<file path="config.mk">
export PLATFORM = sky130hd
export DESIGN_NAME = spike_fifo_dispatcher
export DESIGN_NICKNAME = d
export VERILOG_FILES = /design/src/rtl/spike_fifo_dispatcher.sv
export SDC_FILE = /design/constraint.sdc
export NUM_CORES = 1
export LEC_CHECK = 0
export CAP_MARGIN = 20
export CORE_ASPECT_RATIO = 0.9
export CORE_UTILIZATION = 38
export CTS_CLUSTER_DIAMETER = 60
export DETAILED_ROUTE_END_ITERATION = 6
export PLACE_DENSITY = 0.76
export SYNTH_ARGS = -nofsm -noshare
export SYNTH_HDL_FRONTEND = slang
export SYNTH_SLANG_ARGS = --single-unit
</file>
<file path="constraint.sdc">
create_clock -name clk -period 2.4 [get_ports clk]
set_clock_uncertainty 0.2 [all_clocks]
set_input_delay 0.48 -clock clk [delete_from_list [all_inputs] [get_ports clk]]
set_output_delay 0.48 -clock clk [all_outputs]
set_load 0.05 [all_outputs]
</file>
<file path="src/rtl/spike_fifo_dispatcher.sv">
// rtl/spike_fifo_dispatcher.sv - spike-index FIFO reader, frame parser and spike dispatcher
//
// Reads neuron indices from a spike-index FIFO. The marker word F1FA opens a
// timestep frame and FAF1 closes it. Each in-range index inside a frame is
// handed to the downstream PE with a valid/ready handshake.
//
// Build option: SPIKE_CNT_EN - builds the per-frame spike counter that drives
// ts_spike_num. When it is undefined, ts_spike_num is tied to zero.
//
// Ports:
//   clk          in   clock, rising edge
//   rst          in   synchronous active-high reset
//   empty        in   FIFO empty
//   r_en         out  FIFO read strobe (data arrives the following cycle)
//   r_data       in   FIFO word
//   spike_addr   out  dispatched neuron index
//   spike_valid  out  spike_addr valid
//   spike_ready  in   downstream accepts the spike
//   in_frame     out  between F1FA and FAF1
//   ts_start     out  one-cycle pulse on F1FA
//   ts_done      out  one-cycle pulse on FAF1
//   ts_cnt       out  completed timesteps (wrapping)
//   oor_err      out  one-cycle pulse when an out-of-range index is dropped
//   frame_err    out  one-cycle pulse when F1FA arrives inside a frame
//   ts_spike_num out  spikes emitted in the last completed frame
module spike_fifo_dispatcher #(
    parameter int NEURON_NUM = 1024,
    parameter int TS_W       = 8
) (
    input  logic            clk,
    input  logic            rst,
    input  logic            empty,
    output logic            r_en,
    input  logic [15:0]     r_data,
    output logic [15:0]     spike_addr,
    output logic            spike_valid,
    input  logic            spike_ready,
    output logic            in_frame,
    output logic            ts_start,
    output logic            ts_done,
    output logic [TS_W-1:0] ts_cnt,
    output logic            oor_err,
    output logic            frame_err,
    output logic [15:0]     ts_spike_num
);

    localparam logic [1:0] S_HUNT = 2'd0;
    localparam logic [1:0] S_BODY = 2'd1;
    localparam logic [1:0] S_EMIT = 2'd2;

    localparam logic [15:0] W_START = 16'hF1FA;
    localparam logic [15:0] W_END   = 16'hFAF1;

    // One extra bit so NEURON_NUM = 65536 still compares correctly.
    localparam logic [16:0] ADDR_LIM = 17'(NEURON_NUM);

    logic [1:0]      state_q, state_d;
    logic            pend_q, pend_d;
    logic [15:0]     addr_q, addr_d;
    logic            valid_q, valid_d;
    logic            in_frame_q, in_frame_d;
    logic            start_q, start_d;
    logic            done_q, done_d;
    logic            oor_q, oor_d;
    logic            ferr_q, ferr_d;
    logic [TS_W-1:0] ts_cnt_q, ts_cnt_d;

    // Frame spike counter controls
    logic cnt_clr;
    logic cnt_inc;
    logic cnt_latch;

    // New reads only while parsing and only when the previous word has been
    // consumed; the rst term keeps the strobe low during the reset cycle.
    assign r_en = !rst && !empty && !pend_q &&
                  ((state_q == S_HUNT) || (state_q == S_BODY));

    always_comb begin
        state_d    = state_q;
        pend_d     = r_en;
        addr_d     = addr_q;
        valid_d    = valid_q;
        in_frame_d = in_frame_q;
        start_d    = 1'b0;
        done_d     = 1'b0;
        oor_d      = 1'b0;
        ferr_d     = 1'b0;
        ts_cnt_d   = ts_cnt_q;
        cnt_clr    = 1'b0;
        cnt_inc    = 1'b0;
        cnt_latch  = 1'b0;

        case (state_q)
            S_HUNT: begin
                if (pend_q && (r_data == W_START)) begin
                    start_d    = 1'b1;
                    in_frame_d = 1'b1;
                    cnt_clr    = 1'b1;
                    state_d    = S_BODY;
                end
            end
            S_BODY: begin
                if (pend_q) begin
                    if (r_data == W_END) begin
                        done_d     = 1'b1;
                        ts_cnt_d   = ts_cnt_q + TS_W'(1);
                        cnt_latch  = 1'b1;
                        in_frame_d = 1'b0;
                        state_d    = S_HUNT;
                    end else if (r_data == W_START) begin
                        // Restart the frame in place; the partial frame is abandoned.
                        ferr_d  = 1'b1;
                        start_d = 1'b1;
                        cnt_clr = 1'b1;
                    end else if ({1'b0, r_data} < ADDR_LIM) begin
                        addr_d  = r_data;
                        valid_d = 1'b1;
                        state_d = S_EMIT;
                    end else begin
                        oor_d = 1'b1;
                    end
                end
            end
            S_EMIT: begin
                if (valid_q && spike_ready) begin
                    valid_d = 1'b0;
                    cnt_inc = 1'b1;
                    state_d = S_BODY;
                end
            end
            default: begin
                state_d = S_HUNT;
            end
        endcase
    end

    always_ff @(posedge clk) begin
        if (rst) begin
            state_q    <= S_HUNT;
            pend_q     <= 1'b0;
            addr_q     <= 16'h0;
            valid_q    <= 1'b0;
            in_frame_q <= 1'b0;
            start_q    <= 1'b0;
            done_q     <= 1'b0;
            oor_q      <= 1'b0;
            ferr_q     <= 1'b0;
            ts_cnt_q   <= '0;
        end else begin
            state_q    <= state_d;
            pend_q     <= pend_d;
            addr_q     <= addr_d;
            valid_q    <= valid_d;
            in_frame_q <= in_frame_d;
            start_q    <= start_d;
            done_q     <= done_d;
            oor_q      <= oor_d;
            ferr_q     <= ferr_d;
            ts_cnt_q   <= ts_cnt_d;
        end
    end

`ifdef SPIKE_CNT_EN
    logic [15:0] spk_cnt_q, spk_cnt_d;
    logic [15:0] spk_num_q, spk_num_d;

    always_comb begin
        spk_cnt_d = spk_cnt_q;
        spk_num_d = spk_num_q;
        if (cnt_clr) begin
            spk_cnt_d = 16'h0;
        end else if (cnt_inc && (spk_cnt_q != 16'hFFFF)) begin
            spk_cnt_d = spk_cnt_q + 16'h1;
        end
        if (cnt_latch) begin
            spk_num_d = spk_cnt_q;
        end
    end

    always_ff @(posedge clk) begin
        if (rst) begin
            spk_cnt_q <= 16'h0;
            spk_num_q <= 16'h0;
        end else begin
            spk_cnt_q <= spk_cnt_d;
            spk_num_q <= spk_num_d;
        end
    end

    assign ts_spike_num = spk_num_q;
`else
    logic unused_cnt_ctrl;
    assign unused_cnt_ctrl = cnt_clr ^ cnt_inc ^ cnt_latch;
    assign ts_spike_num    = 16'h0;
`endif

    assign spike_addr  = addr_q;
    assign spike_valid = valid_q;
    assign in_frame    = in_frame_q;
    assign ts_start    = start_q;
    assign ts_done     = done_q;
    assign ts_cnt      = ts_cnt_q;
    assign oor_err     = oor_q;
    assign frame_err   = ferr_q;

endmodule

</file>
==> flow_summary.toml <==
[run_status]
outcome = "completed"

[timing]
hold_viol_final = 0
setup_violations = 0
fmax_mhz = 429.2
tightest_slew_ns = 0.5287
timing.final.crit_share_pct = 97.09
relSlewSlack_pct = 64.64
fin_hold_ws_ns = 0.2601
period_needed_ns = 2.330
timing.final.ws_setup_ns = 0.06992
rsz0062_at_grt = "no"
slew_violations = 0

[detailed_routing]
drt_wl_total_um = 3514
drc_errors = 0
routedWlPerCell_um = 12.42
num_vias = 1355
drtPass1Iterations = 4
viasPerCell = 4.788
drt-initial-drc-count = 75
drtAntennaViolNets = 0

[pwr]
ir_drop_mv = 0.3307
power_switching_mw = 0.2973
clkPwrFrac_pct = 37.3
leakagePower_nw = 0.9857
combPwrFrac_pct = 12.0
switching_share_pct = 27.37
p_int_mw = 0.7887
seqPwrFrac_pct = 50.6
power_density_nw_per_um2 = 474.8

[worst_setup_path]
cp_max_fo = 7
r2r_slack_ns = 0.30
reg2reg_depth = 5
timing.rr.end = "ts_cnt[0]"
startpoint_type = "primary input"
worstSetupEndpointType = "flip-flop"
arrival_ns = 2.30
timing.rr.start = "pend_q"
critPathKind = "primary input to flip-flop"
required_ns = 2.37

[global_route]
overflow = 0
grt_pass1_wl_um = 6154
grt.total_usage_pct = 17.90
grt_pass1_vias = 1268
grt_max_degree = 34
antenna_found_initial = 0

[clock_tree]
cts_max_level = 2
clock_sinks = 33
clock_path_buffers = 2
cts_made_buffers = 5
clock_insertion_delay_worst_skew_ns = 0.29
cts_tree = "done"
cts_root_buf = "clkbuf_8"
cts_hold_buffers = 0
path_clk_slew_ns = 0.07

[final_layout]
multi_input_area_um2 = 837.1
syn_to_final_growth_pct = 47.18
fin_nets = 257
fillers = 354
final-seq-area_um2 = 660.6
final_util_pct = 60.03
fin_area_um2 = 2287
diodes = 0
drive_above_1_share_pct = 18.57

[worst_hold_path]
hold_path_end = "spike_addr[11]"
hold_class = "flip-flop to flip-flop"
hold_depth = 1
min_from = "spike_addr[11]"

[place]
io_buffers = 50
place_area_um2 = 2185
pre_cts_ws_ns = -0.6085
gp_congestion = 0.7946
hpwlAfterDp_um = 2552

[synthesis]
yosysTopAreaCellShare_pct = 42.51
synth_cells = 168
synth_ff_type = "dfxtp_1"
synth_seq_cells = 33
netlist_area_um2 = 1554
yosysWarnings = 0
synthTopCellsByCount = "dfxtp_1 (33), nor2_1 (23), buf_4 (18), mux2i_1 (10)"
async_flop_share_pct = 0
synth_edf_count = 0
yosysSeqAreaShare_pct = 42.51
synth_top_cells_by_area = "dfxtp_1 (43%), buf_4 (8.7%), mux2i_1 (6.4%)"
synth_top_area_cell = "dfxtp_1"
synth_most_common_cell = "dfxtp_1"
ys_types = 36
avgSynthCellArea_um2 = 9.250

[die]
num_rows = 21
ios = 67
core_area_um2 = 3810
initial_utilization_pct = 40.79
die_width_um = 69.41
die_area_um2 = 4349
die_h_um = 62.67

[job]
drv_cap = 0
==> layout make-up <==
cell class	instances	area share [%]
clock inverters	3	0.7659
repair buffers	70	27.90
inverters	2	0.3282
well taps	46	2.516
multi-input cells	124	36.60
flip-flops and latches	33	28.88
clock buffers	5	3.009
==> how the worst max path moves through the flow <==
stage / startpoint / end / slack, ns / cells past startpoint
after floorplan: r_data[1] / ts_cnt[5] / -0.06 / 5
after global placement: r_data[2] / ts_cnt[5] / -0.55 / 6
after detailed placement: r_data[2] / ts_cnt[5] / -0.61 / 6
after CTS: r_data[11] / spike_addr[6] / 0.003 / 6
after global routing: r_data[14] / ts_cnt[4] / 0.03 / 5
final: r_data[14] / ts_cnt[4] / 0.07 / 5
==> logic make-up (layout without fill, tap and decap cells) <==
| family | Yosys count | count (layout) | synth area share (%) |
|---|---|---|---|
| AND/OR/NAND/NOR | 77 | 77 | 30.27 |
| flip-flops | 33 | 33 | 42.51 |
| buffers and inverters | 26 | 80 | 10.71 |
| AO/OA/AOI/OAI | 15 | 15 | 5.394 |
| multiplexers | 15 | 15 | 10.06 |
| adder cells (fa/ha/maj) | 1 | 1 | 0.8050 |
| other | 1 | 16 | 0.2413 |
==> sequential cells by signal, summed over array words and instances (netlist names) <==
signal	flops
pend_q	1
oor_err	1
frame_err	1
state_q	2
ts_cnt	8
ts_done	1
ts_start	1
in_frame	1
spike_addr	16
spike_valid	1
==> layer usage <==
layer  vias to the layer above  GRT usage, %  share of wire, %
met5                         -             0                 0
met4                         0         6.888               1.7
met3                         7         5.968               6.1
met2                        41         27.67                46
met1                       616         23.00                46
li1                        691             -                 -
==> layout by cell type, fill, tap and decap left out, drive strengths merged, types with 3 or more instances in the layout <==
master | netlist | final
clkbuf | 5 | 5
and2 | 7 | 7
dfxtp | 33 | 33
nand3 | 3 | 3
nand2 | 5 | 5
o21ai | 3 | 3
nand4b | 3 | 3
nor3 | 5 | 5
nor4 | 8 | 8
a31oi | 3 | 3
nor2 | 23 | 23
mux2 | 5 | 5
clkdlybuf4s50 | 0 | 36
buf | 19 | 24
mux2i | 10 | 10
dlygate4sd2 | 0 | 8
nor2b | 6 | 6
conb | 1 | 16
a21oi | 7 | 7
==> power by group through the flow <==
stage          sequential, mW  combinational [mW]  clock, mW
6_report                0.550               0.131      0.405
5_1_grt                 0.550               0.139      0.450
4_1_cts                 0.550               0.128      0.419
3_5_place_dp            0.562               0.135          0
3_3_place_gp            0.562               0.134          0
2_1_floorplan           0.562              0.0958          0
==> metrics by stage <==
step,power (mW),TNS [ns],std cells
detailed placement,0.6974,-8.212,275
global placement,0.6962,-7.425,275
floorplan,0.6580,-0.1128,183
CTS,1.097,0,284
global route,1.139,0,283
finish,1.086,0,283
==> worst max-delay path, cell delays in order <==
cell             delay, ns
clkdlybuf4s15_1       0.18
or4b_4                0.46
or4_4                 0.59
nor4b_4               0.26
mux2_4                0.32
==> what timing repair did <==
action / in CTS / in global routing
gates resized for setup: 29 / 3
setup buffers: 1 / 0
endpoints found under the setup margin: 5 / 18
pin swaps: 6 / 1
No activity file was read; power rests on OpenSTA's default activity.
